### src/rtl/coef_row_fetch_if.sv
// Bundle of command, dual-port ROM and row-stream signals for coef_row_fetch.
// master = sequencer side, slave = environment (command source, ROM, MAC consumer).
interface coef_row_fetch_if #(
  parameter int DATA_WIDTH = 32,
  parameter int ADDR_WIDTH = 4
);
  logic                  start;
  logic [ADDR_WIDTH-1:0] base_addr;
  logic [ADDR_WIDTH:0]   num_rows;
  logic                  busy;
  logic                  done;
  logic [ADDR_WIDTH-1:0] rom_addr_1;
  logic [ADDR_WIDTH-1:0] rom_addr_2;
  logic [DATA_WIDTH-1:0] rom_data_1;
  logic [DATA_WIDTH-1:0] rom_data_2;
  logic [DATA_WIDTH-1:0] row_data;
  logic                  row_valid;
  logic                  row_ready;
  logic                  row_last;

  modport master (
    input  start, base_addr, num_rows, rom_data_1, rom_data_2, row_ready,
    output busy, done, rom_addr_1, rom_addr_2, row_data, row_valid, row_last
  );

  modport slave (
    output start, base_addr, num_rows, rom_data_1, rom_data_2, row_ready,
    input  busy, done, rom_addr_1, rom_addr_2, row_data, row_valid, row_last
  );
endinterface

### src/rtl/coef_row_fetch.sv
// Dual-port coefficient ROM read sequencer: issues two rows per cycle under credit
// control, tracks fixed-latency returns and streams rows in address order.
module coef_row_fetch #(
  parameter int DATA_WIDTH  = 32,
  parameter int ADDR_WIDTH  = 4,
  parameter int ROM_LATENCY = 3,
  parameter int FIFO_DEPTH  = 8
) (
  input logic              clk,
  input logic              rst_n,
  coef_row_fetch_if.master bus
);
  localparam int PW = $clog2(FIFO_DEPTH);
  localparam int CW = PW + 1;
  localparam int NW = CW + 1;
  localparam int RW = ADDR_WIDTH + 1;

  typedef enum logic [1:0] {IDLE, ISSUE, DRAIN, DONE} state_t;
  state_t state;

  logic [ADDR_WIDTH-1:0] next_addr;
  logic [RW-1:0]         remaining;
  logic [ROM_LATENCY:0]  tag1, tag2, last1, last2;
  logic [CW-1:0]         in_flight, count;
  logic [PW-1:0]         wr_ptr, rd_ptr, wr_ptr2;
  logic [DATA_WIDTH-1:0] mem [FIFO_DEPTH];
  logic [FIFO_DEPTH-1:0] mem_last;

  logic [ADDR_WIDTH-1:0] src_addr;
  logic [RW-1:0]         src_rem;
  logic [1:0]            k;
  logic [NW-1:0]         need, free;
  logic                  issue_req, issue1, issue2, w1, w2, pop;

  // The first pair issues on the same edge that accepts start, so IDLE issues
  // straight from the command inputs instead of the latched registers.
  always_comb begin
    src_addr  = (state == IDLE) ? bus.base_addr : next_addr;
    src_rem   = (state == IDLE) ? bus.num_rows : remaining;
    if (src_rem >= RW'(2))      k = 2'd2;
    else if (src_rem == RW'(1)) k = 2'd1;
    else                        k = 2'd0;
    need      = {1'b0, in_flight} + NW'(k);
    free      = NW'(FIFO_DEPTH) - {1'b0, count};
    issue_req = ((state == IDLE) && bus.start) || (state == ISSUE);
    issue1    = issue_req && (k != 2'd0) && (need <= free);
    issue2    = issue1 && (k == 2'd2);
    w1        = tag1[ROM_LATENCY];
    w2        = tag2[ROM_LATENCY];
    pop       = bus.row_valid && bus.row_ready;
    wr_ptr2   = wr_ptr + PW'(w1);
  end

  assign bus.row_valid = (count != '0);
  assign bus.row_data  = bus.row_valid ? mem[rd_ptr] : '0;
  assign bus.row_last  = bus.row_valid && mem_last[rd_ptr];

  always_ff @(posedge clk or negedge rst_n) begin
    if (!rst_n) begin
      state          <= IDLE;
      bus.busy       <= 1'b0;
      bus.done       <= 1'b0;
      bus.rom_addr_1 <= '0;
      bus.rom_addr_2 <= '0;
      next_addr      <= '0;
      remaining      <= '0;
      tag1           <= '0;
      tag2           <= '0;
      last1          <= '0;
      last2          <= '0;
      in_flight      <= '0;
    end else begin
      tag1      <= {tag1[ROM_LATENCY-1:0], issue1};
      tag2      <= {tag2[ROM_LATENCY-1:0], issue2};
      last1     <= {last1[ROM_LATENCY-1:0], issue1 && (src_rem == RW'(1))};
      last2     <= {last2[ROM_LATENCY-1:0], issue2 && (src_rem == RW'(2))};
      in_flight <= in_flight + CW'(issue1) + CW'(issue2) - CW'(w1) - CW'(w2);
      if (issue1) begin
        bus.rom_addr_1 <= src_addr;
        next_addr      <= src_addr + ADDR_WIDTH'(k);
        remaining      <= src_rem - RW'(k);
      end
      if (issue2) bus.rom_addr_2 <= src_addr + ADDR_WIDTH'(1);

      case (state)
        IDLE: begin
          if (bus.start) begin
            if (bus.num_rows == '0) begin
              state    <= DONE;
              bus.done <= 1'b1;
            end else begin
              bus.busy <= 1'b1;
              state    <= (bus.num_rows <= RW'(2)) ? DRAIN : ISSUE;
            end
          end
        end
        ISSUE: if (issue1 && (src_rem == RW'(k))) state <= DRAIN;
        DRAIN: begin
          if (pop && bus.row_last) begin
            state    <= DONE;
            bus.busy <= 1'b0;
            bus.done <= 1'b1;
          end
        end
        DONE: begin
          bus.done <= 1'b0;
          state    <= IDLE;
        end
        default: state <= IDLE;
      endcase
    end
  end

  always_ff @(posedge clk or negedge rst_n) begin
    if (!rst_n) begin
      wr_ptr   <= '0;
      rd_ptr   <= '0;
      count    <= '0;
      mem_last <= '0;
    end else begin
      if (w1) mem_last[wr_ptr]  <= last1[ROM_LATENCY];
      if (w2) mem_last[wr_ptr2] <= last2[ROM_LATENCY];
      wr_ptr <= wr_ptr + PW'(w1) + PW'(w2);
      rd_ptr <= rd_ptr + PW'(pop);
      count  <= count + CW'(w1) + CW'(w2) - CW'(pop);
    end
  end

  always_ff @(posedge clk) begin
    if (w1) mem[wr_ptr]  <= bus.rom_data_1;
    if (w2) mem[wr_ptr2] <= bus.rom_data_2;
  end
endmodule
### src/flat_wrapper.sv
// flat-port wrapper written by rule: the top's interface ports become plain ports
module coef_row_fetch_flat 
#(
  parameter int DATA_WIDTH  = 32,
  parameter int ADDR_WIDTH  = 4,
  parameter int ROM_LATENCY = 3,
  parameter int FIFO_DEPTH  = 8
)
  (clk, rst_n, bus_start, bus_base_addr, bus_num_rows, bus_rom_data_1, bus_rom_data_2, bus_row_ready, bus_busy, bus_done, bus_rom_addr_1, bus_rom_addr_2, bus_row_data, bus_row_valid, bus_row_last);
  coef_row_fetch_if #(.DATA_WIDTH(DATA_WIDTH), .ADDR_WIDTH(ADDR_WIDTH)) bus_i ();
  input logic clk;
  input logic rst_n;
  input wire logic [$bits(bus_i.start)-1:0] bus_start;
  input wire logic [$bits(bus_i.base_addr)-1:0] bus_base_addr;
  input wire logic [$bits(bus_i.num_rows)-1:0] bus_num_rows;
  input wire logic [$bits(bus_i.rom_data_1)-1:0] bus_rom_data_1;
  input wire logic [$bits(bus_i.rom_data_2)-1:0] bus_rom_data_2;
  input wire logic [$bits(bus_i.row_ready)-1:0] bus_row_ready;
  output wire logic [$bits(bus_i.busy)-1:0] bus_busy;
  output wire logic [$bits(bus_i.done)-1:0] bus_done;
  output wire logic [$bits(bus_i.rom_addr_1)-1:0] bus_rom_addr_1;
  output wire logic [$bits(bus_i.rom_addr_2)-1:0] bus_rom_addr_2;
  output wire logic [$bits(bus_i.row_data)-1:0] bus_row_data;
  output wire logic [$bits(bus_i.row_valid)-1:0] bus_row_valid;
  output wire logic [$bits(bus_i.row_last)-1:0] bus_row_last;
  assign bus_i.start = bus_start;
  assign bus_i.base_addr = bus_base_addr;
  assign bus_i.num_rows = bus_num_rows;
  assign bus_i.rom_data_1 = bus_rom_data_1;
  assign bus_i.rom_data_2 = bus_rom_data_2;
  assign bus_i.row_ready = bus_row_ready;
  assign bus_busy = bus_i.busy;
  assign bus_done = bus_i.done;
  assign bus_rom_addr_1 = bus_i.rom_addr_1;
  assign bus_rom_addr_2 = bus_i.rom_addr_2;
  assign bus_row_data = bus_i.row_data;
  assign bus_row_valid = bus_i.row_valid;
  assign bus_row_last = bus_i.row_last;
  coef_row_fetch #(.DATA_WIDTH(DATA_WIDTH), .ADDR_WIDTH(ADDR_WIDTH), .ROM_LATENCY(ROM_LATENCY), .FIFO_DEPTH(FIFO_DEPTH)) u_core (.clk(clk), .rst_n(rst_n), .bus(bus_i));
endmodule
### config.mk
export PLATFORM = sky130hd
export DESIGN_NAME = coef_row_fetch_flat
export DESIGN_NICKNAME = d
export VERILOG_FILES = /design/src/rtl/coef_row_fetch_if.sv /design/src/rtl/coef_row_fetch.sv /design/src/flat_wrapper.sv
export SDC_FILE = /design/constraint.sdc
export NUM_CORES = 1
export LEC_CHECK = 0
export ABC_CLOCK_PERIOD_IN_PS = 7200
export BUFFER_PORTS_ARGS = -buffer_cell sky130_fd_sc_hd__buf_2
export CORE_MARGIN = 2
export CORE_UTILIZATION = 40
export CTS_BUF_LIST = sky130_fd_sc_hd__clkbuf_16
export DETAILED_ROUTE_END_ITERATION = 6
export GPL_ROUTABILITY_DRIVEN = 0
export PLACE_DENSITY = 0.59
export SLEW_MARGIN = 10
export SYNTH_ARGS = -nofsm -noshare
export SYNTH_HDL_FRONTEND = slang
export SYNTH_SLANG_ARGS = --single-unit
### constraint.sdc
create_clock -name clk -period 7.2 [get_ports clk]
set_input_delay 0.36 -clock clk [delete_from_list [all_inputs] [get_ports clk]]
set_output_delay 0.36 -clock clk [all_outputs]
set_load 0.01 [all_outputs]
==> impl_metrics.yaml <==
sta:
  skew_ns: 0.02248
  worstMarginPinSlew_ns: 1.102
  relSlewSlack_pct: 26.51
  drv_slew: 0
  rsz0062_at_grt: "no"
  fmax_ghz: 0.1768
  fin_hold_ws_ns: -0.01096
  setup_viol: 0
  finalHoldViolations: 8
  post-route-period-util_pct: 78.58
  setup_tns_ns: 0
  finalCriticalPeriod_ns: 5.658
layout:
  stdcell_count: 1686
  syn2layout_area_growth_pct: 14.46
  n_antenna_cell: 0
  layout_common_cells: "mux2_2 (259), edfxtp_1 (256), buf_2 (120), mux4_2 (66), nor2_1 (57)"
  nets: 1249
  final_common_cell: "mux2_2"
  drive_above_1_share_pct: 46.86
global_route:
  overflow: 0
  grt_antenna_before_repair: 2
  grt_pass1_wl_um: 61110
  grt_max_degree: 66
  grt_pass1_vias: 9773
  track_usage_pct: 19.60
yosys:
  synth_area_um2: 16160
  ys_ff_latch: 315
  synthFlopType: "edfxtp_1"
  ys_seq_area_share_pct: 56.70
  yosys_warnings: 0
  avgSynthCellArea_um2: 16.08
  synth.distinct_cells: 49
  syn_inst: 1005
  syn_nets: 1122
  async_flop_share_pct: 18.73
  synth_edf_count: 256
route:
  drcViolationCount: 0
  num_vias: 9236
  viasPerCell: 5.478
  wl_um: 40280
  dr.pass1.iters: 6
  wl_per_cell_um: 23.89
  drtIter0Drc: 487
  drtAntennaViolNets: 0
clock_network:
  cts_made_buffers: 37
  hold_buffers: 0
  cts_tree: "yes"
  htree_num_levels: 2
  cts_max_path_buffers: 3
  post_cts_buffers: 0
  clk_latency_ns: 0.55
  clockRootBuffer: "clkbuf_16"
  clock_sinks: 315
  cts_resized: 0
  clkTransAtPathRegs_ns: 0.06
outcome:
  violations: "hold timing"
  status: "finished, violations left"
floorplan:
  die_h_um: 205
  die_w_um: 205
  io_pins: 121
  dieArea_um2: 42030
  num_rows: 73
  start_util_pct: 40.58
  core_um2: 39820
setup_path:
  crit_path_end_kind: "flip-flop"
  critical_path.startpoint_type: "flip-flop"
  cp.required_ns: 7.62
  worstPathArrival_ns: 6.08
  crit_type: "flip-flop to flip-flop"
  crit_path_max_fanout: 21
place:
  port_buffers: 120
  place_hpwl_um: 22070
  place_inst: 1618
power:
  irDropWorstVdd_mv: 0.2883
  p_leak_nw: 6.885
  p_per_area_nw_per_um2: 279.8
run:
  max_cap_violations: 0
worst_hold_path:
  hp-class: "input port to async pin"
flip-flops by register name (all words and copies together) (netlist names):
name	count
u_core.next_addr	4
u_core.mem	256
u_core.count	4
u_core.remaining	5
u_core.rd_ptr	3
u_core.tag1	4
u_core.last2	4
u_core.bus.busy	1
u_core.wr_ptr	3
u_core.bus.rom_addr_1	4
u_core.mem_last	8
u_core.bus.done	1
u_core.tag2	4
u_core.state	2
u_core.in_flight	4
u_core.bus.rom_addr_2	4
u_core.last1	4
stage by stage:
stage               power (mW)  worst slack (ns)  utilization [%]  hold WS (ns)  instance area, um^2
finish                   5.176             1.542            46.45      -0.01096                18500
global route             5.436             1.098            46.45       0.03381                18500
CTS                      5.259             1.487            46.45      0.008054                18500
detailed placement       3.500             1.536            43.62        0.3355                17370
global placement         3.490             1.702            43.62        0.3370                17370
floorplan                3.038             2.150                -       0.06441                16160
cell families after synthesis:
family                     Yosys count  synth area share, %
AOI/OAI and AO/OA                   46                1.850
and+or+nand+nor                    124                3.740
xor gates and xnor gates            19                1.076
DFF                                315                56.70
adders and majority gates           40                3.469
muxes                              380                30.74
buffers and inverters               81                2.416
synthesized netlist by cell type, drive strengths merged, types with 2 or more instances:
library cell	number	area (um^2)
a21o	2	15.01
a21oi	16	80.08
a22o	4	35.03
a31oi	2	12.51
and2	2	12.51
buf	48	266.5
clkbuf	7	26.28
dfrtp	59	1476
edfxtp	256	7687
fa	8	160.2
ha	32	400.4
inv	26	97.60
mux2	268	3018
mux2i	46	464.2
mux4	66	1486
nand2	28	107.6
nand2b	6	37.54
nand3	7	35.03
nor2	60	232.7
nor2b	7	43.79
nor3	8	72.57
o21ai	15	86.33
o31ai	2	15.01
xnor2	10	95.10
xor2	9	78.83
per-layer routing:
metal | part of all wire [%] | vias up | GRT usage (%)
met1 | 45 | 4810 | 26.63
met5 | 0.070 | - | 0
li1 | - | 4154 | -
met4 | 1.4 | 4 | 4.085
met2 | 49 | 218 | 32.67
met3 | 5.3 | 50 | 3.882
worst paths after layout:
| kind | from | to | slack, ns | cells past startpoint |
|---|---|---|---|---|
| worst max-delay path | u_core.state[0] | u_core.in_flight[3] | 1.54 | 19 |
| worst min-delay path | rst_n | u_core.rd_ptr[2] | -0.01 | 2 |
| worst max register to register | u_core.state[0] | u_core.in_flight[3] | 1.54 | 19 |
| worst min register to register | u_core.tag2[1] | u_core.tag2[2] | 0.35 | 0 |
| max in group asynchronous | rst_n | u_core.rd_ptr[0] | 6.63 | 2 |
| min in group clk | bus_base_addr[0] | u_core.bus.rom_addr_1[0] | 0.20 | 3 |
power breakdown:
group	total [mW]	internal (mW)	switching, mW
clock	1.74	0.996	0.745
combinational	1.37	0.666	0.709
sequential	2.06	2.00	0.0650
total	5.18	3.66	1.52
cell type report:
| type | instances | area (um^2) |
|---|---|---|
| fill | 3540 | 21330 |
| sequential | 315 | 9170 |
| multi-input combinational | 609 | 6673 |
| clock buffer | 38 | 950.9 |
| timing repair buffer | 143 | 773.2 |
| tap | 525 | 656.9 |
| clock inverter | 30 | 175.2 |
| inverter | 26 | 97.59 |
worst max-delay path: stages, from the launching register on:
cell      delay [ns]
dfrtp_1         0.42
inv_1           0.10
ha_1            0.70
nor4b_4         0.52
o21ai_4         0.18
nor2_1          0.25
ha_1            0.22
inv_1           0.05
fa_1            0.40
xnor2_1         0.15
ha_1            0.27
and3_1          0.16
o21ai_1         0.07
a32oi_1         0.36
a211oi_4        0.09
fa_1            0.52
fa_1            0.38
ha_1            0.20
fa_1            0.37
xnor2_1         0.13
No activity file was read; power rests on OpenSTA's default activity.
